--- src/rtl/vga_pkg.sv ---
// Shared video constants and the packed timing/colour bus carried through
// the pixel pipeline.
package vga_pkg;

  localparam int unsigned H_ACTIVE  = 800;
  localparam int unsigned V_ACTIVE  = 600;
  localparam int unsigned CNT_W     = 11;
  localparam int unsigned RGB_W     = 12;
  localparam int unsigned POS_W     = 12;
  localparam int unsigned ADDR_W    = 12;
  localparam int unsigned IMG_W_DEF = 64;
  localparam int unsigned IMG_H_DEF = 64;
  localparam logic [RGB_W-1:0] KEY_COLOR_DEF = 12'hF0F;

  typedef struct packed {
    logic [CNT_W-1:0] hcount;
    logic [CNT_W-1:0] vcount;
    logic             hsync;
    logic             vsync;
    logic             hblnk;
    logic             vblnk;
    logic [RGB_W-1:0] rgb;
  } vga_bus_t;

endpackage

--- src/rtl/draw_image_rom_if.sv ---
// Signal bundle of draw_image_rom: video stream in/out, image position and
// the external image ROM address/data pair.
interface draw_image_rom_if;
  import vga_pkg::*;

  logic [CNT_W-1:0]  hcount_in;
  logic [CNT_W-1:0]  vcount_in;
  logic              hsync_in;
  logic              vsync_in;
  logic              hblnk_in;
  logic              vblnk_in;
  logic [RGB_W-1:0]  rgb_in;
  logic [POS_W-1:0]  xpos;
  logic [POS_W-1:0]  ypos;
  logic [RGB_W-1:0]  rgb_pixel;
  logic [ADDR_W-1:0] pixel_addr;
  logic [CNT_W-1:0]  hcount_out;
  logic [CNT_W-1:0]  vcount_out;
  logic              hsync_out;
  logic              vsync_out;
  logic              hblnk_out;
  logic              vblnk_out;
  logic [RGB_W-1:0]  rgb_out;

  // Upstream pipeline, position controller and ROM side.
  modport master (
    output hcount_in, vcount_in, hsync_in, vsync_in, hblnk_in, vblnk_in,
    output rgb_in, xpos, ypos, rgb_pixel,
    input  pixel_addr, hcount_out, vcount_out, hsync_out, vsync_out,
    input  hblnk_out, vblnk_out, rgb_out
  );

  // The image overlay stage itself.
  modport slave (
    input  hcount_in, vcount_in, hsync_in, vsync_in, hblnk_in, vblnk_in,
    input  rgb_in, xpos, ypos, rgb_pixel,
    output pixel_addr, hcount_out, vcount_out, hsync_out, vsync_out,
    output hblnk_out, vblnk_out, rgb_out
  );

endinterface

--- src/rtl/signal_delay.sv ---
// Fixed-length shift-register delay, all stages cleared by async reset.
module signal_delay #(
  parameter int unsigned WIDTH = 1,
  parameter int unsigned DEPTH = 1
) (
  input  logic             clk,
  input  logic             rst,
  input  logic [WIDTH-1:0] din,
  output logic [WIDTH-1:0] dout
);

  logic [WIDTH-1:0] sr [DEPTH];

  always_ff @(posedge clk or posedge rst) begin
    if (rst) begin
      for (int unsigned i = 0; i < DEPTH; i++) sr[i] <= '0;
    end else begin
      sr[0] <= din;
      for (int unsigned i = 1; i < DEPTH; i++) sr[i] <= sr[i-1];
    end
  end

  assign dout = sr[DEPTH-1];

endmodule

--- src/rtl/draw_image_rom.sv ---
// Overlays an IMG_W x IMG_H bitmap from an external synchronous ROM onto the
// video stream at the frame-latched (xpos, ypos); 3-clock pipeline.
module draw_image_rom
  import vga_pkg::*;
#(
  parameter int unsigned      IMG_W     = IMG_W_DEF,
  parameter int unsigned      IMG_H     = IMG_H_DEF,
  parameter logic [RGB_W-1:0] KEY_COLOR = KEY_COLOR_DEF
) (
  input logic             clk,
  input logic             rst,
  draw_image_rom_if.slave bus
);

  localparam int unsigned XB    = $clog2(IMG_W);
  localparam int unsigned YB    = $clog2(IMG_H);
  localparam int unsigned BUS_W = $bits(vga_bus_t);

  logic [POS_W-1:0]  x_l, y_l, x_eff, y_eff, dx, dy;
  logic              frame_start, in_rect, in_rect_s1, in_rect_d;
  logic [12:0]       h13, v13, x13, y13;
  logic [ADDR_W-1:0] addr_s1;
  logic [RGB_W-1:0]  pixel_q;
  vga_bus_t          bus_in, bus_d;

  assign frame_start = (bus.hcount_in == '0) && (bus.vcount_in == '0);

  // The frame-start pixel already uses the newly latched position, so a
  // position change lands on the whole frame.
  assign x_eff = frame_start ? bus.xpos : x_l;
  assign y_eff = frame_start ? bus.ypos : y_l;

  always_ff @(posedge clk or posedge rst) begin
    if (rst) begin
      x_l <= '0;
      y_l <= '0;
    end else if (frame_start) begin
      x_l <= bus.xpos;
      y_l <= bus.ypos;
    end
  end

  // 13-bit compares keep x+IMG_W from wrapping near the top of the range.
  assign h13 = {2'b00, bus.hcount_in};
  assign v13 = {2'b00, bus.vcount_in};
  assign x13 = {1'b0, x_eff};
  assign y13 = {1'b0, y_eff};

  assign in_rect = (h13 >= x13) && (h13 < x13 + 13'(IMG_W)) &&
                   (v13 >= y13) && (v13 < y13 + 13'(IMG_H));

  assign dx = {1'b0, bus.hcount_in} - x_eff;
  assign dy = {1'b0, bus.vcount_in} - y_eff;

  always_ff @(posedge clk or posedge rst) begin
    if (rst) begin
      addr_s1    <= '0;
      in_rect_s1 <= 1'b0;
    end else begin
      addr_s1    <= in_rect ? ADDR_W'({dy[YB-1:0], dx[XB-1:0]}) : '0;
      in_rect_s1 <= in_rect;
    end
  end

  assign bus.pixel_addr = addr_s1;

  // ROM data is registered once more so every operand of the final merge sits
  // three registers from the inputs; the merge itself is then combinational.
  always_ff @(posedge clk or posedge rst) begin
    if (rst) pixel_q <= '0;
    else     pixel_q <= bus.rgb_pixel;
  end

  signal_delay #(.WIDTH(1), .DEPTH(2)) u_rect_delay (
    .clk  (clk),
    .rst  (rst),
    .din  (in_rect_s1),
    .dout (in_rect_d)
  );

  assign bus_in = '{hcount: bus.hcount_in, vcount: bus.vcount_in,
                    hsync:  bus.hsync_in,  vsync:  bus.vsync_in,
                    hblnk:  bus.hblnk_in,  vblnk:  bus.vblnk_in,
                    rgb:    bus.rgb_in};

  signal_delay #(.WIDTH(BUS_W), .DEPTH(3)) u_bus_delay (
    .clk  (clk),
    .rst  (rst),
    .din  (bus_in),
    .dout (bus_d)
  );

  assign bus.hcount_out = bus_d.hcount;
  assign bus.vcount_out = bus_d.vcount;
  assign bus.hsync_out  = bus_d.hsync;
  assign bus.vsync_out  = bus_d.vsync;
  assign bus.hblnk_out  = bus_d.hblnk;
  assign bus.vblnk_out  = bus_d.vblnk;

  always_comb begin
    bus.rgb_out = bus_d.rgb;
    if (bus_d.hblnk || bus_d.vblnk)
      bus.rgb_out = '0;
    else if (in_rect_d && (pixel_q != KEY_COLOR))
      bus.rgb_out = pixel_q;
  end

endmodule

--- src/flat_wrapper.sv ---
// flat-port wrapper written by rule: the top's interface ports become plain ports
module draw_image_rom_flat import vga_pkg::*;
#(
  parameter int unsigned      IMG_W     = IMG_W_DEF,
  parameter int unsigned      IMG_H     = IMG_H_DEF,
  parameter logic [RGB_W-1:0] KEY_COLOR = KEY_COLOR_DEF
)
  (clk, rst, bus_hcount_in, bus_vcount_in, bus_hsync_in, bus_vsync_in, bus_hblnk_in, bus_vblnk_in, bus_rgb_in, bus_xpos, bus_ypos, bus_rgb_pixel, bus_pixel_addr, bus_hcount_out, bus_vcount_out, bus_hsync_out, bus_vsync_out, bus_hblnk_out, bus_vblnk_out, bus_rgb_out);
  draw_image_rom_if bus_i ();
  input logic clk;
  input logic rst;
  input wire logic [$bits(bus_i.hcount_in)-1:0] bus_hcount_in;
  input wire logic [$bits(bus_i.vcount_in)-1:0] bus_vcount_in;
  input wire logic [$bits(bus_i.hsync_in)-1:0] bus_hsync_in;
  input wire logic [$bits(bus_i.vsync_in)-1:0] bus_vsync_in;
  input wire logic [$bits(bus_i.hblnk_in)-1:0] bus_hblnk_in;
  input wire logic [$bits(bus_i.vblnk_in)-1:0] bus_vblnk_in;
  input wire logic [$bits(bus_i.rgb_in)-1:0] bus_rgb_in;
  input wire logic [$bits(bus_i.xpos)-1:0] bus_xpos;
  input wire logic [$bits(bus_i.ypos)-1:0] bus_ypos;
  input wire logic [$bits(bus_i.rgb_pixel)-1:0] bus_rgb_pixel;
  output wire logic [$bits(bus_i.pixel_addr)-1:0] bus_pixel_addr;
  output wire logic [$bits(bus_i.hcount_out)-1:0] bus_hcount_out;
  output wire logic [$bits(bus_i.vcount_out)-1:0] bus_vcount_out;
  output wire logic [$bits(bus_i.hsync_out)-1:0] bus_hsync_out;
  output wire logic [$bits(bus_i.vsync_out)-1:0] bus_vsync_out;
  output wire logic [$bits(bus_i.hblnk_out)-1:0] bus_hblnk_out;
  output wire logic [$bits(bus_i.vblnk_out)-1:0] bus_vblnk_out;
  output wire logic [$bits(bus_i.rgb_out)-1:0] bus_rgb_out;
  assign bus_i.hcount_in = bus_hcount_in;
  assign bus_i.vcount_in = bus_vcount_in;
  assign bus_i.hsync_in = bus_hsync_in;
  assign bus_i.vsync_in = bus_vsync_in;
  assign bus_i.hblnk_in = bus_hblnk_in;
  assign bus_i.vblnk_in = bus_vblnk_in;
  assign bus_i.rgb_in = bus_rgb_in;
  assign bus_i.xpos = bus_xpos;
  assign bus_i.ypos = bus_ypos;
  assign bus_i.rgb_pixel = bus_rgb_pixel;
  assign bus_pixel_addr = bus_i.pixel_addr;
  assign bus_hcount_out = bus_i.hcount_out;
  assign bus_vcount_out = bus_i.vcount_out;
  assign bus_hsync_out = bus_i.hsync_out;
  assign bus_vsync_out = bus_i.vsync_out;
  assign bus_hblnk_out = bus_i.hblnk_out;
  assign bus_vblnk_out = bus_i.vblnk_out;
  assign bus_rgb_out = bus_i.rgb_out;
  draw_image_rom #(.IMG_W(IMG_W), .IMG_H(IMG_H), .KEY_COLOR(KEY_COLOR)) u_core (.clk(clk), .rst(rst), .bus(bus_i));
endmodule
--- config.mk ---
export PLATFORM = sky130hd
export DESIGN_NAME = draw_image_rom_flat
export DESIGN_NICKNAME = d
export VERILOG_FILES = /design/src/rtl/vga_pkg.sv /design/src/rtl/draw_image_rom_if.sv /design/src/rtl/signal_delay.sv /design/src/rtl/draw_image_rom.sv /design/src/flat_wrapper.sv
export SDC_FILE = /design/constraint.sdc
export NUM_CORES = 1
export LEC_CHECK = 0
export CAP_MARGIN = 20
export CORE_MARGIN = 10
export CORE_UTILIZATION = 35
export CTS_CLUSTER_SIZE = 24
export DETAILED_ROUTE_END_ITERATION = 16
export DONT_BUFFER_PORTS = 1
export PLACE_DENSITY_LB_ADDON = 0.15
export SYNTH_ARGS = -nofsm -noshare
export SYNTH_HDL_FRONTEND = slang
export SYNTH_HIERARCHICAL = 1
export SYNTH_SLANG_ARGS = --single-unit
--- constraint.sdc ---
create_clock -name clk -period 3.75 [get_ports clk]
set_input_delay 0.75 -clock clk [delete_from_list [all_inputs] [get_ports clk]]
set_output_delay 0.75 -clock clk [all_outputs]
set_load 0.05 [all_outputs]
==> results of run 1 <==
## state kept, by name, summed over array words and instances (netlist names)
| signal | cells |
|---|---|
| u_core/pixel_q | 12 |
| u_core/bus.pixel_addr | 12 |
| u_core/in_rect_s1 | 1 |
| u_core/y_l | 12 |
| u_core/x_l | 12 |
| u_core/u_rect_delay/dout | 1 |
| u_core/u_bus_delay/dout | 38 |
| u_core/u_rect_delay/sr | 1 |
| u_core/u_bus_delay/sr | 76 |
## worst register-to-register path: stages, from the launching register on
cell and delay (ns):
dfrtp_1 0.39, mux2i_1 0.18, inv_1 0.08, ha_2 0.21, nand3_2 0.07, xnor2_1 0.12
ha_1 0.27, a2111oi_1 0.34, o21ai_1 0.14, o22ai_2 0.18, o22ai_2 0.16, buf_4 0.20
nor4_2 0.27
## cell families after synthesis
logic type | count (synthesis) | share of synthesized area, %
mux | 34 | 5.471
flops | 165 | 64.25
fa+ha+maj | 34 | 6.854
xor+xnor | 15 | 2.044
simple gates | 90 | 9.112
compound gates | 54 | 5.277
buf+inv | 78 | 6.990
## synth_stat cells, drive strengths merged, types with 3 or more instances
cell / count / area share (%)
dfrtp: 165 / 64
buf: 44 / 5.0
ha: 32 / 6.2
inv: 32 / 1.9
mux2i: 25 / 3.9
nor2: 23 / 1.4
a21oi: 20 / 1.6
nand2: 18 / 1.1
nor4: 12 / 2.5
mux2: 9 / 1.6
o21ai: 9 / 0.70
xnor2: 9 / 1.2
nand3: 7 / 0.55
xor2: 6 / 0.82
nand4: 5 / 0.58
o211ai: 5 / 0.58
o31ai: 5 / 0.58
and3: 4 / 0.39
nor2b: 4 / 0.39
nor4b: 4 / 0.74
a2111oi: 3 / 0.41
## worst paths after layout
check / start / end
worst min-delay path: rst / u_core/u_rect_delay/sr[1]
max in group asynchronous: rst / u_core/u_bus_delay/sr[97]
min in group clk: u_core/u_bus_delay/sr[44] / u_core/u_bus_delay/dout[6]
worst max register to register: u_core/y_l[6] / u_core/bus.pixel_addr[9]
worst min register to register: u_core/u_bus_delay/sr[44] / u_core/u_bus_delay/dout[6]
worst max-delay path: bus_hcount_in[2] / u_core/bus.pixel_addr[9]
## per-stage QoR
step,std cells,utilization [%],TNS (ns),power [mW],worst slack [ns]
5_1_grt,737,41.41,0,4.021,0.01322
4_1_cts,737,41.34,0,3.913,0.09639
2_1_floorplan,470,-,-0.5419,2.145,-0.07134
3_3_place_gp,705,38.14,-3.636,2.190,-0.3059
3_5_place_dp,705,38.14,-4.099,2.194,-0.3451
6_report,738,41.42,0,3.849,0.2225
## routing by layer
layer	routed length, um	track usage, %	share of wire [%]	vias to the layer above
met5	0	0	0	-
met4	153	3.342	1.0	0
met3	1565	7.113	11	14
met2	7024	19.64	48	122
met1	5946	14.18	40	1721
li1	-	-	-	1618
## area by class of cell
type | instances | area share (%)
flip-flops and latches | 165 | 55.30
clock inverters | 11 | 1.542
inverters | 32 | 1.659
multi-input cells | 227 | 25.84
clock buffers | 21 | 6.167
well taps | 229 | 3.838
repair buffers | 52 | 5.614
diodes | 1 | 0.03352
## where the power goes
part | switching, mW | internal, mW
sequential | 0.0899 | 1.85
combinational | 0.133 | 0.0804
clock | 0.728 | 0.967
## repair_timing
action | 4_1_cts | 5_1_grt
hold buffers | 0 | 0
endpoints found under the setup margin | 0 | 10
gates resized for setup | 0 | 4
endpoints found under the hold margin | 0 | 0
==> impl_metrics.ini, run 1 <==
[run_status]
status = complete, no violations

[cells_and_area]
final_layout_size_suffix_gt1_share_pct = 23.62
nNetsFinal = 605
multiInputGateArea_um2 = 1929
mostFrequentLayoutCells = dfrtp_1, buf_4, ha_1
mostFrequentLayoutCell = dfrtp_1
fill_cells = 1688
fin_area_um2 = 7466
area_delta_synth_final_pct = 16.18
regArea_um2 = 4129

[global_route]
gr-total-overflow = 0
grt_max_degree = 76
antenna_found_initial = 1
grt.total_usage_pct = 12.44
grt_pass1_wl_mm = 22.56
grt_pass1_vias = 3770

[routing]
ant_nets = 0
num_vias = 3475
drtIter0Drc = 180
wl_mm = 14.69
vias_per_cell = 4.709
wl_per_cell_um = 19.90
drt-pass1-iter-count = 4
route.detailed.drc = 0

[synthesis]
syn_inst = 470
ys.flop_type = dfrtp_1
synth-seq-cells = 165
syn_area_per_cell_um2 = 13.67
async_flop_share_pct = 100.0
synthesis.nets = 580
synth_area_um2 = 6426
synth_edf_count = 0
synth_cell_types = 47
ys_warn_count = 6
ys_seq_area_share_pct = 64.25

[setup_path]
cp_max_fo = 13
reg2regPathDepth = 12
crit_chain = nor4_4 -> nand4_2 -> nor2_4 -> buf_6 -> mux2_2 -> ha_1 -> inv_1 -> fa_1 -> a21o_1 -> a21oi_1 -> o211a_1 -> o31ai_1 -> o22ai_2 -> buf_4 -> nor4_2
worst-path-buf-inv = 3
max_stage_delay_ns = 0.36
start_kind = primary input
cp.depth = 15
rrSetupSlack_ns = 1.02
worstPathRequired_ns = 4.06
slowest_stage = mux2_2
path_delay_family = simple AND/OR/NAND/NOR gates
criticalPathCategory = primary input to register
crit_arrival_ns = 3.84
end_kind = register

[timing]
min_period_ns = 3.528
setup_violations = 0
fin_skew_ns = 0.01322
fin_crit_sh_pct = 94.07
fmax_mhz = 283.5
rsz0062_at_grt = no
slew_viol_final = 0
hold_viol_final = 0
tightest_slew_ns = 0.8490
max_slew_margin_pct = 43.28
hold_slack_ns = 0.06244

[run]
cap_viol_max_count = 0

[clock_network]
cts-htree-levels = 4
numClockSinks = 165
postCtsSetupRepairBufs = 0
clk_pin_slew_ns = 0.06
tritoncts = yes
cts_buffer_depth = 2
clk_latency_ns = 0.43
numCtsBuffers = 17
root_buffer = clkbuf_16

[placed_design]
placed_area_um2 = 6875
hpwlAfterDp_mm = 11.18
globalplace.congestion = 0.8444
io_buffers = 0

[die]
dieArea_um2 = 24180
fp-row-count = 49
fp.dieH_um = 155.5
ios = 126
die_w_um = 155.5
core-area_um2 = 18020
start_util_pct = 35.65

[power_and_ir_drop]
p_leak_nw = 3.468
p_per_area_nw_per_um2 = 515.6
ir_worst_vdd_v = 0.0003227

[hold_path]
min_path_type = primary input to asynchronous set/reset pin
Power figures use the tool's default switching activity.
==> run 2: changes to the inputs <==
--- a/config.mk
+++ b/config.mk
@@ -6,7 +6,6 @@
 export NUM_CORES = 1
 export LEC_CHECK = 0
 export CAP_MARGIN = 20
-export CORE_MARGIN = 10
 export CORE_UTILIZATION = 35
 export CTS_CLUSTER_SIZE = 24
 export DETAILED_ROUTE_END_ITERATION = 16
==> impl_metrics.ini, run 2 (same netlist as run 1, synthesis figures left out) <==
[die]
core-area_um2 = 17960
die_w_um = 137.5
fp-row-count = 49
start_util_pct = 35.77
ios = 126
fp.dieH_um = 137.5
dieArea_um2 = 18910

[power_and_ir_drop]
pwr-share-comb_pct = 5.8
p_per_area_nw_per_um2 = 509.3
ir_worst_vdd_v = 0.0002958
p_int_mw = 2.868
p_clk_share_pct = 43.7
seqPwrFrac_pct = 50.6
switching_share_pct = 25.26
switching_power_mw = 0.9694
p_leak_nw = 3.500

[setup_path]
max_stage_delay_ns = 0.63
end_kind = register
reg2regPathDepth = 12
criticalPathCategory = primary input to register
path_common_cell = buf_4
crit_chain = nor4_4 -> nand4_2 -> nor2_4 -> buf_4 -> buf_12 -> mux2_4 -> ha_4 -> inv_2 -> fa_2 -> a21o_1 -> a21oi_2 -> a21oi_1 -> nor2_1 -> or4b_4 -> buf_4 -> nor4_2
start_kind = primary input
slowest_stage = or4b_4
crit_arrival_ns = 3.90
worstPathRequired_ns = 4.07
cp_max_fo = 11

[run]
cap_viol_max_count = 0

[clock_network]
root_buffer = clkbuf_16
clk_pin_slew_ns = 0.07
cts-htree-levels = 4
cts_buffer_depth = 2
tritoncts = yes
numClockSinks = 165
clk_latency_ns = 0.42
numCtsBuffers = 17

[routing]
route.detailed.drc = 0
drtIter0Drc = 104
drt-pass1-iter-count = 6
wl_mm = 14.15
wl_per_cell_um = 19.05
num_vias = 3532
vias_per_cell = 4.754
ant_nets = 0

[cells_and_area]
mostFrequentLayoutCell = dfrtp_1
largest_register = u_core/u_bus_delay/sr
nNetsFinal = 612
mostFrequentLayoutCells = dfrtp_1, buf_4, ha_1
fill_cells = 1702
diodes = 0
area_delta_synth_final_pct = 17.25
largest_register_ffs = 76
fin_area_um2 = 7535
fin_util_pct = 41.94
final_layout_size_suffix_gt1_share_pct = 25.49

[placed_design]
io_buffers = 0
placed_area_um2 = 6940
hpwlAfterDp_mm = 10.60
globalplace.congestion = 0.8576

[timing]
min_period_ns = 3.584
tightest_slew_ns = 0.8748
setup_violations = 0
fin_skew_ns = 0.006082
fmax_mhz = 279.1
max_slew_margin_pct = 41.56
fin_crit_sh_pct = 95.56
tns_ns = 0
rsz0062_at_grt = no
slew_viol_final = 0
hold_viol_final = 0

[global_route]
gr-total-overflow = 0
grt_pass1_vias = 3957
grt_pass1_wl_mm = 21.85
grt.total_usage_pct = 16.10
grt_max_degree = 76
antenna_found_initial = 0

[run_status]
status = complete, no violations

[hold_path]
min_path_type = primary input to asynchronous set/reset pin
## run 2: changes by cell type in the layout (fill, tap and decap cells not counted), moves of 2 or more
cell      change
buf_4         +7
clkbuf_8      -2
nor4b_1       -2
nor4b_2       +2
## run 2: stage by stage
step	instances	hold WS [ns]	worst slack [ns]	total power [mW]
floorplan	470	0.3312	-0.07134	2.145
global placement	712	0.3315	-0.3253	2.192
detailed placement	712	0.3347	-0.4314	2.198
CTS	743	0.03612	0.01233	3.903
global route	743	0.03595	0.007536	4.005
finish	743	0.06009	0.1665	3.837
## run 2: cell type report
class | instances | area [um2] | area share [%]
clock buffer | 18 | 429.2 | 5.696
clock inverter | 13 | 135.1 | 1.793
inverter | 32 | 123.9 | 1.644
multi-input combinational | 227 | 1951 | 25.89
sequential | 165 | 4129 | 54.80
tap | 229 | 286.5 | 3.803
timing repair buffer | 59 | 480.5 | 6.377
## run 2: per-layer routing
metal | global-route usage (%) | share of wire (%) | vias up
met5 | 0 | 0 | -
met2 | 26.91 | 49 | 110
met1 | 17.38 | 39 | 1768
met3 | 7.653 | 9.2 | 23
met4 | 6.716 | 2.5 | 0
li1 | - | - | 1631
## run 2: power by group through the flow
stage,logic (mW),clock network (mW),registers [mW]
2_1_floorplan,0.234,0,1.91
3_3_place_gp,0.218,0,1.97
3_5_place_dp,0.222,0,1.98
4_1_cts,0.223,1.74,1.94
5_1_grt,0.247,1.81,1.95
6_report,0.222,1.68,1.94
## run 2: worst max-delay path, delay by kind of cell
family	cells	cell delay, ns
buf+inv	4	0.55
compound gates	3	0.36
mux	1	0.33
simple gates	6	1.54
fa+ha+maj	2	0.38
## run 2: final timing paths
path,from,endpoint,slack [ns]
worst max-delay path,bus_hcount_in[2],u_core/bus.pixel_addr[4],0.17
worst min-delay path,rst,u_core/u_rect_delay/dout,0.06
worst max register to register,u_core/y_l[6],u_core/bus.pixel_addr[9],0.91
worst min register to register,u_core/u_bus_delay/sr[94],u_core/u_bus_delay/sr[56],0.34
max in group asynchronous,rst,u_core/u_bus_delay/sr[101],2.52
min in group clk,u_core/u_bus_delay/sr[94],u_core/u_bus_delay/sr[56],0.34
## run 2: repair_timing
item	CTS	global route
resized for setup	0	7
setup buffers	0	0
hold endpoints to repair	0	0
hold buffers	0	0
endpoints found under the setup margin	0	12
